<file path="src/rtl/osc_pkg.sv">
// Definitions shared across the acquisition path: ADC frame geometry,
// converter FSM states and the parallel sample type used by the trigger stage.
package osc_pkg;

    localparam int ADC_W          = 12;
    localparam int ADC_FRAME_BITS = 16;
    localparam int ADC_LEAD_BITS  = 4;

    typedef enum logic [1:0] {
        IDLE,
        CS_SETUP,
        SHIFT,
        DONE
    } adc_state_t;

    typedef logic [ADC_W-1:0]          sample_t;
    typedef logic [ADC_FRAME_BITS-1:0] adc_frame_t;

    // A healthy AD7476A frame always starts with four zero bits.
    function automatic logic lead_err(input adc_frame_t frame);
        return |frame[ADC_FRAME_BITS-1 -: ADC_LEAD_BITS];
    endfunction

endpackage

</file>
<file path="src/rtl/adc_sclk_gen.sv">
// SPI serial clock generator: CLK_DIV clk cycles per half-period, idles high,
// and flags the cycle whose closing edge will move SCLK up or down.
module adc_sclk_gen #(
    parameter int CLK_DIV = 2
) (
    input  logic clk,
    input  logic rst,
    input  logic run,
    input  logic hold_high,
    output logic sclk,
    output logic rise,
    output logic fall
);

    localparam int            HW    = (CLK_DIV > 1) ? $clog2(CLK_DIV) : 1;
    localparam logic [HW-1:0] HLAST = HW'(CLK_DIV - 1);

    logic [HW-1:0] hcnt_q, hcnt_d;
    logic          sclk_q, sclk_d;
    logic          term;

    always_comb begin
        term   = run && (hcnt_q == HLAST);
        rise   = term && !sclk_q;
        // fall marks the end of a high half-period; with hold_high the
        // line stays high so the frame can close without an extra edge
        fall   = term && sclk_q;
        hcnt_d = hcnt_q;
        sclk_d = sclk_q;
        if (!run) begin
            hcnt_d = '0;
            sclk_d = 1'b1;
        end else if (term) begin
            hcnt_d = '0;
            if (rise) begin
                sclk_d = 1'b1;
            end else if (!hold_high) begin
                sclk_d = 1'b0;
            end
        end else begin
            hcnt_d = hcnt_q + 1'b1;
        end
    end

    always_ff @(posedge clk or posedge rst) begin
        if (rst) begin
            hcnt_q <= '0;
            sclk_q <= 1'b1;
        end else begin
            hcnt_q <= hcnt_d;
            sclk_q <= sclk_d;
        end
    end

    assign sclk = sclk_q;

endmodule

</file>
<file path="src/rtl/adc_spi_reader.sv">
// AD7476A-class SPI reader: starts a 16-clock conversion every SAMPLE_PERIOD
// cycles while enabled and presents each result with a one-cycle strobe.
module adc_spi_reader
    import osc_pkg::*;
#(
    parameter int CLK_DIV       = 2,
    parameter int SAMPLE_PERIOD = 80
) (
    input  logic            clk,
    input  logic            rst,
    input  logic            enable,
    input  logic            adc_sdata,
    output logic            adc_cs_n,
    output logic            adc_sclk,
    output logic [ADC_W-1:0] sample_data,
    output logic            sample_valid,
    output logic            frame_err
);

    localparam int            PW       = $clog2(SAMPLE_PERIOD);
    localparam logic [PW-1:0] PLAST    = PW'(SAMPLE_PERIOD - 1);
    localparam int            BW       = $clog2(ADC_FRAME_BITS + 1);
    localparam logic [BW-1:0] BITS_ALL = BW'(ADC_FRAME_BITS);

    adc_state_t    state_q, state_d;
    logic [PW-1:0] pcnt_q, pcnt_d;
    logic [BW-1:0] bitcnt_q, bitcnt_d;
    adc_frame_t    shift_q, shift_d;
    logic          cs_n_q, cs_n_d;
    sample_t       data_q, data_d;
    logic          valid_q, valid_d;
    logic          err_q, err_d;

    logic start;
    logic run;
    logic hold_high;
    logic sclk_rise;
    logic sclk_fall;

    adc_sclk_gen #(
        .CLK_DIV (CLK_DIV)
    ) u_sclk_gen (
        .clk       (clk),
        .rst       (rst),
        .run       (run),
        .hold_high (hold_high),
        .sclk      (adc_sclk),
        .rise      (sclk_rise),
        .fall      (sclk_fall)
    );

    always_comb begin
        start     = enable && (pcnt_q == '0) && (state_q == IDLE);
        run       = (state_q == CS_SETUP) || (state_q == SHIFT);
        hold_high = (bitcnt_q == BITS_ALL);

        // period counter free-runs while enabled, so the start rate has no jitter
        if (!enable) begin
            pcnt_d = '0;
        end else if (pcnt_q == PLAST) begin
            pcnt_d = '0;
        end else begin
            pcnt_d = pcnt_q + 1'b1;
        end

        state_d  = state_q;
        bitcnt_d = bitcnt_q;
        shift_d  = shift_q;
        cs_n_d   = cs_n_q;
        data_d   = data_q;
        valid_d  = 1'b0;
        err_d    = 1'b0;

        case (state_q)
            IDLE: begin
                if (start) begin
                    cs_n_d   = 1'b0;
                    bitcnt_d = '0;
                    shift_d  = '0;
                    state_d  = CS_SETUP;
                end
            end
            CS_SETUP: begin
                if (sclk_fall) begin
                    state_d = SHIFT;
                end
            end
            SHIFT: begin
                if (sclk_rise) begin
                    shift_d  = {shift_q[ADC_FRAME_BITS-2:0], adc_sdata};
                    bitcnt_d = bitcnt_q + 1'b1;
                end
                if (sclk_fall && hold_high) begin
                    state_d = DONE;
                end
            end
            DONE: begin
                cs_n_d  = 1'b1;
                data_d  = shift_q[ADC_W-1:0];
                valid_d = 1'b1;
                err_d   = lead_err(shift_q);
                state_d = IDLE;
            end
            default: begin
                state_d = IDLE;
            end
        endcase
    end

    always_ff @(posedge clk or posedge rst) begin
        if (rst) begin
            state_q  <= IDLE;
            pcnt_q   <= '0;
            bitcnt_q <= '0;
            shift_q  <= '0;
            cs_n_q   <= 1'b1;
            data_q   <= '0;
            valid_q  <= 1'b0;
            err_q    <= 1'b0;
        end else begin
            state_q  <= state_d;
            pcnt_q   <= pcnt_d;
            bitcnt_q <= bitcnt_d;
            shift_q  <= shift_d;
            cs_n_q   <= cs_n_d;
            data_q   <= data_d;
            valid_q  <= valid_d;
            err_q    <= err_d;
        end
    end

    assign adc_cs_n     = cs_n_q;
    assign sample_data  = data_q;
    assign sample_valid = valid_q;
    assign frame_err    = err_q;

endmodule

</file>
<file path="config.mk">
export PLATFORM = sky130hd
export DESIGN_NAME = adc_spi_reader
export DESIGN_NICKNAME = d
export VERILOG_FILES = /design/src/rtl/osc_pkg.sv /design/src/rtl/adc_sclk_gen.sv /design/src/rtl/adc_spi_reader.sv
export SDC_FILE = /design/constraint.sdc
export NUM_CORES = 1
export LEC_CHECK = 0
export BUFFER_PORTS_ARGS = -buffer_cell sky130_fd_sc_hd__buf_2
export CAP_MARGIN = 20
export CORE_ASPECT_RATIO = 0.8
export CORE_UTILIZATION = 45
export CTS_CLUSTER_DIAMETER = 150
export CTS_CLUSTER_SIZE = 24
export DETAILED_ROUTE_END_ITERATION = 6
export PLACE_DENSITY = 0.68
export SLEW_MARGIN = 20
export SYNTH_ARGS = -nofsm -noshare
export SYNTH_HDL_FRONTEND = slang
export SYNTH_SLANG_ARGS = --single-unit
</file>
<file path="constraint.sdc">
create_clock -name clk -period 2.1 [get_ports clk]
set_clock_uncertainty 0.15 [all_clocks]
set_input_delay 0.105 -clock clk [delete_from_list [all_inputs] [get_ports clk]]
set_output_delay 0.105 -clock clk [all_outputs]
set_load 0.03 [all_outputs]
</file>
== Yosys cells after proc, flatten, opt, wreduce, memory -nomap -nowiden ==
Index checks and enable logic that the tools add are counted.
Cells by class
  reduce and logical (&&, ||, !) cells: 17
  equality and inequality tests: 11
  add/subtract/negate cells: 3
  muxes and demuxes: 22
Operators with widths (count)
  two-way mux 16 bit: 2
  case mux 16 bit (2 select lines): 1
  two-way mux 7 bit: 2
  two-way mux 5 bit: 2
  case mux 5 bit (2 select lines): 1
  two-way mux 1 bit: 9
  != test 2 bit (second input constant): 4
  case mux 2 bit (4 select lines): 1
  adder 7 x 1 -> 7 bit (second input constant): 1
  equality test 7 bit (second input constant): 1
  logical NOT 7 bit: 1
  logical AND 1 bit: 6
  two-way mux 2 bit: 3
  AND reduction 3 bit: 2
  adder 5 x 1 -> 5 bit (second input constant): 1
  equality test 5 bit (second input constant): 1
  equality test 2 bit (second input constant): 2
  AND reduction 2 bit: 2
  nonzero test 2 bit: 2
  OR reduction 4 bit: 1
  != test 3 bit (second input constant): 1
  equality test 2 x 1 -> 1 bit (second input constant): 1
  logical NOT 2 bit: 1
  != test 2 x 1 -> 1 bit (second input constant): 1
  4 further kinds: 4
Word-level totals
  bits of input ports: 4
  word-level logic and storage cells: 63
  register bits: 47
  output and inout bits: 16

== Depth between registers and ports, before layout ==
Gate-level depths: netlist of run 1.
  word-level depth: 7
  mapped depth: 8
  mapped depth without buffers: 6

== Hierarchy ==
A second synthesis of run 1 with hierarchy kept.
Unflattened totals
  cells, all modules: 243
  area total of the unflattened synthesis: 2417.3 um^2
By module, submodules not included
  adc_spi_reader: area an instance 2318.5 um^2, cells an instance 233, seq. area each 1127.3 um^2, times used 1
  adc_sclk_gen: area an instance 98.8 um^2, cells an instance 10, seq. area each 51.3 um^2, times used 1

== Worst setup path before layout of run 1 ==
Ideal clock, no wire load.
  path kind: register -> register
  from: register state_q[0]
  to: register bitcnt_q[1]
  setup slack: 0.247 ns
  cell stages (with the launch flop): 9
  period minus slack after synthesis: 1.853 ns
  setup time: 0.076 ns
  data required time: 1.874 ns
  buffers on the path: 2
  arrival time: 1.626 ns
  path through: dfrtp_1 -> inv_1 -> ha_1 -> and4b_1 -> a21oi_1 -> or2_1 -> buf_6 -> buf_6 -> o21ai_1
Between the ends
  cells in the longest elaborated chain, start to end: 6
  elaborated cells on any way between the ends: 12
  those cells by class: 4 x eq/ne; 1 x mux; 7 x reduce/logical
RTL lines
  start, declared: RTL line adc_spi_reader.sv:25  | adc_state_t state_q, state_d;
  start signal, assigned: RTL line adc_spi_reader.sv:121  | state_q <= state_d;
  equality test 2 x 1 -> 1 bit / equality test 2 bit (equally long branches): RTL line adc_spi_reader.sv:54, adc_spi_reader.sv:74
  logical OR 1 bit: RTL line adc_spi_reader.sv:54  | run = (state_q == CS_SETUP) || (state_q == SHIFT);
  logical AND 1 bit: RTL line adc_sclk_gen.sv:23  | term = run && (hcnt_q == HLAST);
  logical AND 1 bit: RTL line adc_sclk_gen.sv:24  | rise = term && !sclk_q;
  != test 2 bit (no line)
  AND reduction 3 bit (no line)
  end signal, assigned: RTL line adc_spi_reader.sv:123  | bitcnt_q <= bitcnt_d;
  end, declared: RTL line adc_spi_reader.sv:27  | logic [BW-1:0] bitcnt_q, bitcnt_d;
Several ways; a longest one is shown, not always the timed one.
A chain may end at the register's enable or synchronous reset.

== Final worst setup path of run 1 ==
  from: register state_q[0]
  to: register bitcnt_q[3]
Same word-level chain as after synthesis.

==> run_results.csv, run 1 <==
group,metric,value,unit
global_routing,first_global_vias,1377,
timing,finalCriticalPeriod,1990,ps
clock_network,cts_buffers,5,
synth,synth.ff_latch_count,47,
power_and_ir_drop,pwr-share-clk,0.414,
power_and_ir_drop,power_frac_seq,0.553,
synth,synthDistinctLibCells,34,
clock_network,cts_max_level,2,
synth,yosysMostFrequentCell,"dfrtp_1",
setup_path,cp.required,2150,ps
global_routing,grt_first_pass_wirelength,6630,um
layout,syn_to_final_growth,16.8,%
timing,max_freq,503,MHz
setup_path,critPathCaptureType,"register",
clock_network,cts.path.max_buffers,2,
route,vias,1539,
route,drc,0,
floorplanning,start_util,0.468,
setup_path,critPathLaunchType,"register",
synth,synth_top_area_frac,0.526,
route,drt_pre_antenna_iters,4,
synth,synth_ff_type,"dfrtp_1",
synth,synth_area_leaders,"dfrtp_1, o21ai_0, mux2_2, ha_1, nand2_1",
synth,ys.warnings.count,0,
setup_path,path_cells,"inv_1, ha_1, and4b_2, nand4_1, a211o_1, a21o_1",
clock_network,cts_tree,"built",
timing,maxSlewHeadroom,0.612,
clock_network,path_clk_slew,90,ps
timing,drv_slew,0,
route,drt-total-wl,3890,um
clock_network,clock_sinks,47,
synth,synthCells,198,
synth,synth_area_per_cell,10.8,sq um
route,drtAntennaViolNets,0,
power_and_ir_drop,p_int,1.33,mW
flow_run,cap_violations,0,
floorplanning,ios,20,
synth,syn_area,2140,sq um
clock_network,clock_tree.root_cell,"clkbuf_8",
synth,synth_edf_count,0,
placement,place_area,2330,sq um
timing,finalCritPeriodShare,0.947,
synth,seq_area_frac_synth,0.551,
global_routing,track_usage,0.172,
setup_path,path_class,"reg -> reg",
floorplanning,core_area,4570,sq um
timing,setup_slack,112,ps
placement,dp_slack,118,ps
global_routing,overflow,0,
power_and_ir_drop,powerDensity,674,nW/um^2
synth,synth_commonest_cells,"dfrtp_1, o21ai_0, nand2_1",
placement,io_buffer_count,19,
power_and_ir_drop,peakVddDrop,353,uV
setup_path,cp_slowest_cell,"dfrtp_1",
timing,hold_viol,0,
layout,nFillCells,422,
setup_path,cpLargestDelayFamily,"compound AO/OA/AOI/OAI gates",
floorplanning,die_h,63.7,um
layout,post-route-cell-area,2500,sq um
timing,worst_slew_pin_slew,581,ps
power_and_ir_drop,p_switching,0.353,mW
synth,synth_fp_nets,211,
layout,nets,242,
layout,diodes,0,
route,wire_per_inst,13.4,um
floorplanning,die_area,5040,sq um
synth,synthArstFlopShare,1.00,
placement,gp_congestion,0.779,
setup_path,worstPathArrival,2040,ps
clock_network,clk_latency,300,ps
layout,final_util,0.547,
power_and_ir_drop,power.leakage,1.26,nW
setup_path,cp_num_buf_inv,1,
power_and_ir_drop,power,1.69,mW
floorplanning,die_w,79.1,um
power_and_ir_drop,combPwrFrac,0.032,
floorplanning,rows,22,
setup_path,critPathMaxStageDelay,390,ps
status,status,"finished clean",
worst_hold_path,hp-class,"in -> async",
layout,drive_gt1_frac,0.257,
global_routing,grt_max_degree,48,
placement,dp_hpwl,2590,um
setup_path,critPathMaxFanout,5,
global_routing,antenna_found_initial,0,
synth,yosys.area.top_type,"dfrtp_1",
timing,setup_viol,0,
route,via_per_inst,5.31,
power_and_ir_drop,switching_share,0.209,
route,drtIter0Drc,130,
## routing by layer
layer,routed length [um],up-vias,GRT usage
met2,1640,24,0.242
met5,0,-,0
met3,124,7,0.0391
met4,70,0,0.0727
li1,-,752,-
met1,2060,756,0.252
## final timing paths
kind	start	to	slack, ps	depth (start not counted)
max	state_q[0]$_DFFE_PP0P_	bitcnt_q[3]$_DFFE_PP0P_	110	6
min	rst	sample_valid$_DFF_PP0_	330	4
max reg2reg	state_q[0]$_DFFE_PP0P_	bitcnt_q[3]$_DFFE_PP0P_	110	6
min reg2reg	pcnt_q[0]$_DFF_PP0_	pcnt_q[0]$_DFF_PP0_	340	1
max in group asynchronous	rst	sample_data[0]$_DFFE_PP0P_	1060	4
min in group clk	pcnt_q[0]$_DFF_PP0_	pcnt_q[0]$_DFF_PP0_	340	1
## through the flow
stage	TNS [ps]	cells	hold WS, ps
2_1_floorplan	0	198	82.3
3_3_place_gp	0	277	137
3_5_place_dp	0	277	141
4_1_cts	0	288	345
5_1_grt	-2.60	290	369
6_report	0	290	329
## state kept, by name (all words and copies together) (netlist names)
register and cells:
frame_err 1, bitcnt_q 5, sample_valid 1, u_sclk_gen.sclk 1, state_q 2, sample_data 12
u_sclk_gen.hcnt_q 1, adc_cs_n 1, shift_q 16, pcnt_q 7
## worst register-to-register path, delay by kind of cell (launching register included)
kind	cells	cell delay (ps)
flip-flops	1	390
AO/OA/AOI/OAI	2	480
adder cells (fa/ha/maj)	1	340
buffers and inverters	1	100
AND/OR/NAND/NOR	2	430
## cell usage in the layout (no fill, tap or decap), types with 2 or more instances in the layout
cell type	instances
inv_1	8
o21ai_1	10
nor2_1	11
xor2_1	3
nand2_1	19
and2_1	3
nor2b_1	3
o21ai_0	32
nand3_1	6
ha_1	9
dfrtp_1	45
dfstp_2	2
buf_4	11
buf_2	19
nand4_1	2
and3_1	2
dlygate4sd3_1	3
clkbuf_8	6
o31ai_1	3
mux2_2	13
## cell type report
| cell class | instances | area (sq um) | area share |
|---|---|---|---|
| inverter | 9 | 33.8 | 0.0135 |
| timing repair buffer | 33 | 208 | 0.0831 |
| clock buffer | 6 | 82.6 | 0.0330 |
| multi-input combinational | 133 | 883 | 0.353 |
| sequential | 47 | 1180 | 0.471 |
| tap | 60 | 75.1 | 0.0300 |
| clock inverter | 2 | 38.8 | 0.0155 |
## timing repair
action	in CTS	in global routing
setup buffers	0	2
endpoints found under the setup margin	0	6
hold buffers	3	0
hold endpoints to repair	49	0
gates resized for setup	0	2
## cell families after synthesis
family / after synthesis / share of synthesized area
flops: 47 / 0.551
mux: 13 / 0.0684
fa+ha+maj: 9 / 0.0526
xor+xnor: 4 / 0.0164
compound gates: 54 / 0.144
buf+inv: 18 / 0.0386
simple gates: 53 / 0.129
## power by group through the flow
stage	registers (mW)	clock network [mW]	logic [mW]
final	0.933	0.699	0.0545
after global routing	0.935	0.754	0.0640
after CTS	0.933	0.716	0.0566
after detailed placement	0.951	0	0.0526
after global placement	0.950	0	0.0513
after floorplan	0.947	0	0.0380
(Power assumes the default switching activity.)
==> inputs of run 2 (changes only) <==
- CORE_ASPECT_RATIO: 0.8 -> 2
- CORE_MARGIN: not set -> 5
- CORE_UTILIZATION: 45 -> 55
- PLACE_DENSITY: 0.68 -> 0.8
==> run 2 against run 1 <==
- flip-flop and latch count is the same
- maximum frequency up 1.1%
- combinational power up 4%
- die area up 5.5%
- critical endpoint unchanged
- largest power group unchanged
==> run_results.csv, run 2 (synthesized netlist as in run 1, its figures left out) <==
group,metric,value,unit
clock_network,clock_sinks,47,
layout,final_util,0.655,
route,wire_per_inst,14.2,um
placement,place_area,2320,sq um
setup_path,critPathMaxFanout,5,
layout,top_register,"shift_q",
power_and_ir_drop,power.leakage,1.26,nW
clock_network,cts_buffers,5,
floorplanning,die_h,98.2,um
global_routing,use_met3,0.0321,
timing,rsz0062_at_grt,"no",
global_routing,grt_first_pass_wirelength,6840,um
floorplanning,die_w,54.1,um
floorplanning,start_util,0.563,
clock_network,clock_tree.root_cell,"clkbuf_8",
floorplanning,die_area,5310,sq um
placement,gp_congestion,0.757,
clock_network,path_clk_slew,90,ps
setup_path,critPathLaunchType,"register",
global_routing,grt_max_degree,27,
floorplanning,core_area,3800,sq um
route,drt_pre_antenna_iters,4,
layout,diodes,0,
clock_network,cts_tree,"built",
layout,nFillCells,297,
setup_path,path_class,"reg -> reg",
timing,drv_slew,0,
route,drtAntennaViolNets,0,
timing,setup_viol,0,
timing,hold_viol,0,
power_and_ir_drop,peakVddDrop,505,uV
clock_network,clk_latency,300,ps
route,vias,1547,
placement,io_buffer_count,19,
global_routing,track_usage,0.172,
timing,worst_slew_pin_slew,518,ps
status,status,"finished clean",
clock_network,cts.path.max_buffers,2,
global_routing,grtUsageMet1,0.188,
power_and_ir_drop,power,1.64,mW
layout,largest_reg_flops,16,
route,via_per_inst,5.51,
timing,totalNegativeSetupSlack,0,ps
layout,layout.cells.most_common,"dfrtp_1",
timing,finalCritPeriodShare,0.936,
setup_path,worstPathArrival,2010,ps
timing,setup_slack,134,ps
layout,syn_to_final_growth,16.5,%
setup_path,critPathCaptureType,"register",
global_routing,grt_util_met2,0.304,
global_routing,busiest_layer,"met2",
route,drt-total-wl,4000,um
layout,post-route-cell-area,2490,sq um
layout,drive_gt1_frac,0.265,
floorplanning,ios,20,
timing,maxSlewHeadroom,0.654,
layout,layout_common_cells,"dfrtp_1, o21ai_0, nand2_1, buf_2, mux2_2",
route,drc,0,
timing,max_freq,509,MHz
global_routing,antenna_found_initial,0,
layout,nets,242,
clock_network,cts_max_level,2,
worst_hold_path,hp-class,"in -> async",
global_routing,overflow,0,
route,drtIter0Drc,30,
placement,dp_hpwl,2930,um
timing,finalCriticalPeriod,1970,ps
floorplanning,rows,32,
placement,dp_slack,69.7,ps
power_and_ir_drop,powerDensity,658,nW/um^2
global_routing,first_global_vias,1583,
flow_run,cap_violations,0,
setup_path,cp.required,2140,ps
-- run 2: changes by cell type in the layout (fill, tap and decap cells not counted) --
cell	delta
inv_6	-1
clkinv_2	+1
inv_2	+1
clkbuf_8	-1
ha_1	-1
ha_4	+1
clkinv_4	+1
inv_1	-1
-- run 2: area by class of cell --
class	instances	area, sq um	area share
inverter	9	33.8	0.0136
clock inverter	3	43.8	0.0176
sequential	47	1180	0.473
timing repair buffer	33	208	0.0833
multi-input combinational	133	896	0.359
clock buffer	5	68.8	0.0276
tap	51	63.8	0.0256
-- run 2: metrics by stage --
stage          cells  hold slack, ps
2_1_floorplan    198            82.3
3_3_place_gp     269            20.0
3_5_place_dp     269            24.2
4_1_cts          280             248
5_1_grt          281             293
6_report         281             226
-- run 2: timing repair --
item	in CTS	in global routing
resized for setup	0	4
buffers inserted	0	1
hold buffers	3	0
endpoints found under the hold margin	26	0
endpoints found under the setup margin	0	13
-- run 2: final timing paths --
path | slack [ps] | start | cells after the start | end
worst max-delay path | 130 | state_q[1]$_DFFE_PP0P_ | 6 | bitcnt_q[3]$_DFFE_PP0P_
worst min-delay path | 230 | rst | 3 | pcnt_q[6]$_DFF_PP0_
worst max register to register | 130 | state_q[1]$_DFFE_PP0P_ | 6 | bitcnt_q[3]$_DFFE_PP0P_
worst min register to register | 350 | pcnt_q[0]$_DFF_PP0_ | 1 | pcnt_q[0]$_DFF_PP0_
max in group asynchronous | 1000 | rst | 4 | shift_q[10]$_DFFE_PP0P_
min in group clk | 350 | pcnt_q[0]$_DFF_PP0_ | 1 | pcnt_q[0]$_DFF_PP0_
-- run 2: routing by layer --
layer	up-vias	wire (um)
li1	747	-
met2	23	2280
met5	-	0
met4	0	92
met1	768	1530
met3	9	102
-- run 2: report_power, final --
| part | internal (mW) | switching, mW | total (mW) | leakage [nW] |
|---|---|---|---|---|
| clock network | 0.354 | 0.296 | 0.650 | 0.0581 |
| logic | 0.0227 | 0.0338 | 0.0565 | 0.606 |
| registers | 0.920 | 0.0141 | 0.934 | 0.599 |
| total | 1.30 | 0.344 | 1.64 | 1.26 |
-- run 2: worst max-delay path, cell delays in order, from the launching register on --
cell and delay [ps]:
dfrtp_1 400, inv_1 110, ha_4 300, and4b_2 270
nand4_1 140, a211o_1 310, a21o_1 170
==> inputs of run 3 (changes only) <==
- PLACE_DENSITY: 0.8 -> 0.79
- SYNTH_HIERARCHICAL: not set -> 1
==> run 3 against run 2 <==
- maximum frequency shrank 3.4%
- die area grew 11%
- count of clock-buffer cells in the layout is the same
- core utilization is essentially flat
- synthesized area grew 13%
- routed wire length grew 27%
- design area grew 13%
- non-clock buffer count grew 5
- power shrank 2.8%
- largest cell class unchanged
==> run_results.csv, run 3 <==
group,metric,value,unit
clock_network,clk_latency,290,ps
synth,ys.warnings.count,6,
timing,setup_slack,65.3,ps
global_routing,overflow,0,
worst_hold_path,hp-class,"in -> async",
setup_path,critPathCaptureType,"register",
global_routing,antenna_found_initial,0,
layout,layout_common_cells,"dfrtp_1, nand2_1, nand3_1, buf_2, o21ai_0",
clock_network,clock_tree.root_cell,"clkbuf_8",
route,drc,0,
timing,setup_viol,0,
global_routing,grt_first_pass_wirelength,8580,um
placement,gp_congestion,0.878,
synth,syn_area,2420,sq um
synth,synth_area_per_cell,9.95,sq um
setup_path,critPathLaunchType,"register",
global_routing,first_global_vias,1926,
layout,top_register,"shift_q",
setup_path,critPathMaxFanout,4,
route,drtIter0Drc,71,
power_and_ir_drop,powerDensity,566,nW/um^2
synth,synthArstFlopShare,1.00,
clock_network,cts.path.max_buffers,2,
power_and_ir_drop,power.leakage,1.36,nW
floorplanning,die_h,104,um
route,via_per_inst,6.07,
placement,dp_slack,14.5,ps
floorplanning,rows,34,
setup_path,path_class,"reg -> reg",
global_routing,track_usage,0.181,
layout,nets,286,
floorplanning,die_w,56.9,um
synth,synth_ff_type,"dfrtp_1",
clock_network,cts_max_level,2,
synth,synth.ff_latch_count,47,
timing,max_freq,491,MHz
synth,synth_area_leaders,"dfrtp_1, mux2_2, ha_1, nand3_1, nand2_1",
floorplanning,start_util,0.563,
floorplanning,die_area,5900,sq um
synth,yosys.area.top_type,"dfrtp_1",
placement,place_area,2630,sq um
synth,synth_fp_nets,256,
synth,seq_area_frac_synth,0.488,
timing,hold_viol,0,
layout,drive_gt1_frac,0.245,
power_and_ir_drop,peakVddDrop,408,uV
route,drt_pre_antenna_iters,4,
route,drt-total-wl,5090,um
layout,diodes,0,
layout,layout.cells.most_common,"dfrtp_1",
timing,drv_slew,0,
synth,synth_edf_count,0,
flow_run,cap_violations,0,
synth,synthCells,243,
setup_path,regToRegStartpoint,"state_q[1]$_DFFE_PP0P_",
route,drtAntennaViolNets,0,
floorplanning,ios,20,
timing,finalCriticalPeriod,2030,ps
layout,post-route-cell-area,2820,sq um
clock_network,path_clk_slew,80,ps
synth,synthDistinctLibCells,45,
timing,totalNegativeSetupSlack,0,ps
setup_path,worstPathArrival,2070,ps
status,status,"finished clean",
floorplanning,core_area,4300,sq um
setup_path,cp.required,2130,ps
timing,finalCritPeriodShare,0.969,
layout,largest_reg_flops,16,
timing,worst_slew_pin_slew,555,ps
setup_path,worstSetupStartpoint,"state_q[1]$_DFFE_PP0P_",
placement,dp_hpwl,3370,um
route,wire_per_inst,15.6,um
layout,syn_to_final_growth,16.5,%
synth,yosysMostFrequentCell,"dfrtp_1",
timing,maxSlewHeadroom,0.630,
synth,synth_top_area_frac,0.466,
clock_network,clock_sinks,47,
clock_network,cts_tree,"built",
synth,synth_commonest_cells,"dfrtp_1, nand2_1, nand3_1",
placement,io_buffer_count,19,
clock_network,cts_buffers,5,
layout,nFillCells,360,
global_routing,grt_max_degree,46,
route,vias,1986,
## run 3: changes by cell type after synthesis, moves of 4 or more
cell / delta
a21oi_1: +7
nand2b_1: +4
o21ai_1: -9
clkbuf_1: +6
o221ai_1: +4
nand3_1: +16
o21ai_0: -16
nand2_1: +8
nand4_1: +11
## run 3: worst paths after layout
check / to / slack, ps / cells after the start
hold reg to reg: pcnt_q[0]$_DFF_PP0_ / 340 / 1
setup reg to reg: state_q[1]$_DFFE_PP0P_ / 70 / 7
min in group clk: pcnt_q[0]$_DFF_PP0_ / 340 / 1
hold / removal: u_sclk_gen/hcnt_q$_DFF_PP0_ / 50 / 3
max in group asynchronous: adc_cs_n$_DFFE_PP1P_ / 1080 / 4
setup / recovery: state_q[1]$_DFFE_PP0P_ / 70 / 7
## run 3: final cells by class
cell class	instances	area, sq um	share of cell area
well taps	54	67.6	0.0240
inverters	12	45.0	0.0160
flip-flops and latches	47	1180	0.418
clock buffers	5	68.8	0.0244
repair buffers	38	292	0.104
multi-input cells	169	1150	0.409
clock inverters	2	13.8	0.00489
## run 3: cells by family (layout without fill, tap and decap cells)
group | after synthesis | after routing | share of synthesized area
XOR/XNOR | 4 | 4 | 0.0145
AND/OR/NAND/NOR | 93 | 93 | 0.200
multiplexers | 14 | 14 | 0.0647
adder cells (fa/ha/maj) | 9 | 9 | 0.0466
buffers and inverters | 27 | 57 | 0.0455
flip-flops | 47 | 47 | 0.488
AO/OA/AOI/OAI | 49 | 49 | 0.141
## run 3: what timing repair did
action | CTS | global route
setup buffers | 0 | 3
endpoints found under the setup margin | 1 | 5
hold endpoints to repair | 49 | 0
pin swaps | 0 | 2
hold buffers | 3 | 0
resized for setup | 1 | 5
gates cloned | 0 | 1
## run 3: stage by stage
stage	std cells	power [mW]	util	hold WS, ps
after floorplan	243	1.05	-	-305
after global placement	313	1.08	0.612	-187
after detailed placement	313	1.09	0.612	-182
after CTS	323	1.62	0.639	49.4
after global routing	327	1.67	0.656	63.9
final	327	1.59	0.656	45.8
## run 3: critical path, cell delays in order (launching register included)
cell and delay (ps):
dfrtp_1 400, inv_1 140, ha_4 220, buf_4 150, and3_2 180, o21bai_1 170
o211ai_1 150, mux2_2 370
## run 3: power by group
group | internal (mW) | switching [mW] | total, mW
Combinational | 0.0461 | 0.0614 | 0.108
Sequential | 0.935 | 0.0318 | 0.966
Clock | 0.228 | 0.293 | 0.520
Total | 1.21 | 0.386 | 1.59
## run 3: metal layers
metal,track usage,share of wire,vias up
met3,0.0286,0.040,15
met5,0,0,-
li1,-,-,928
met2,0.331,0.57,56
met1,0.192,0.36,987
met4,0.0896,0.035,0
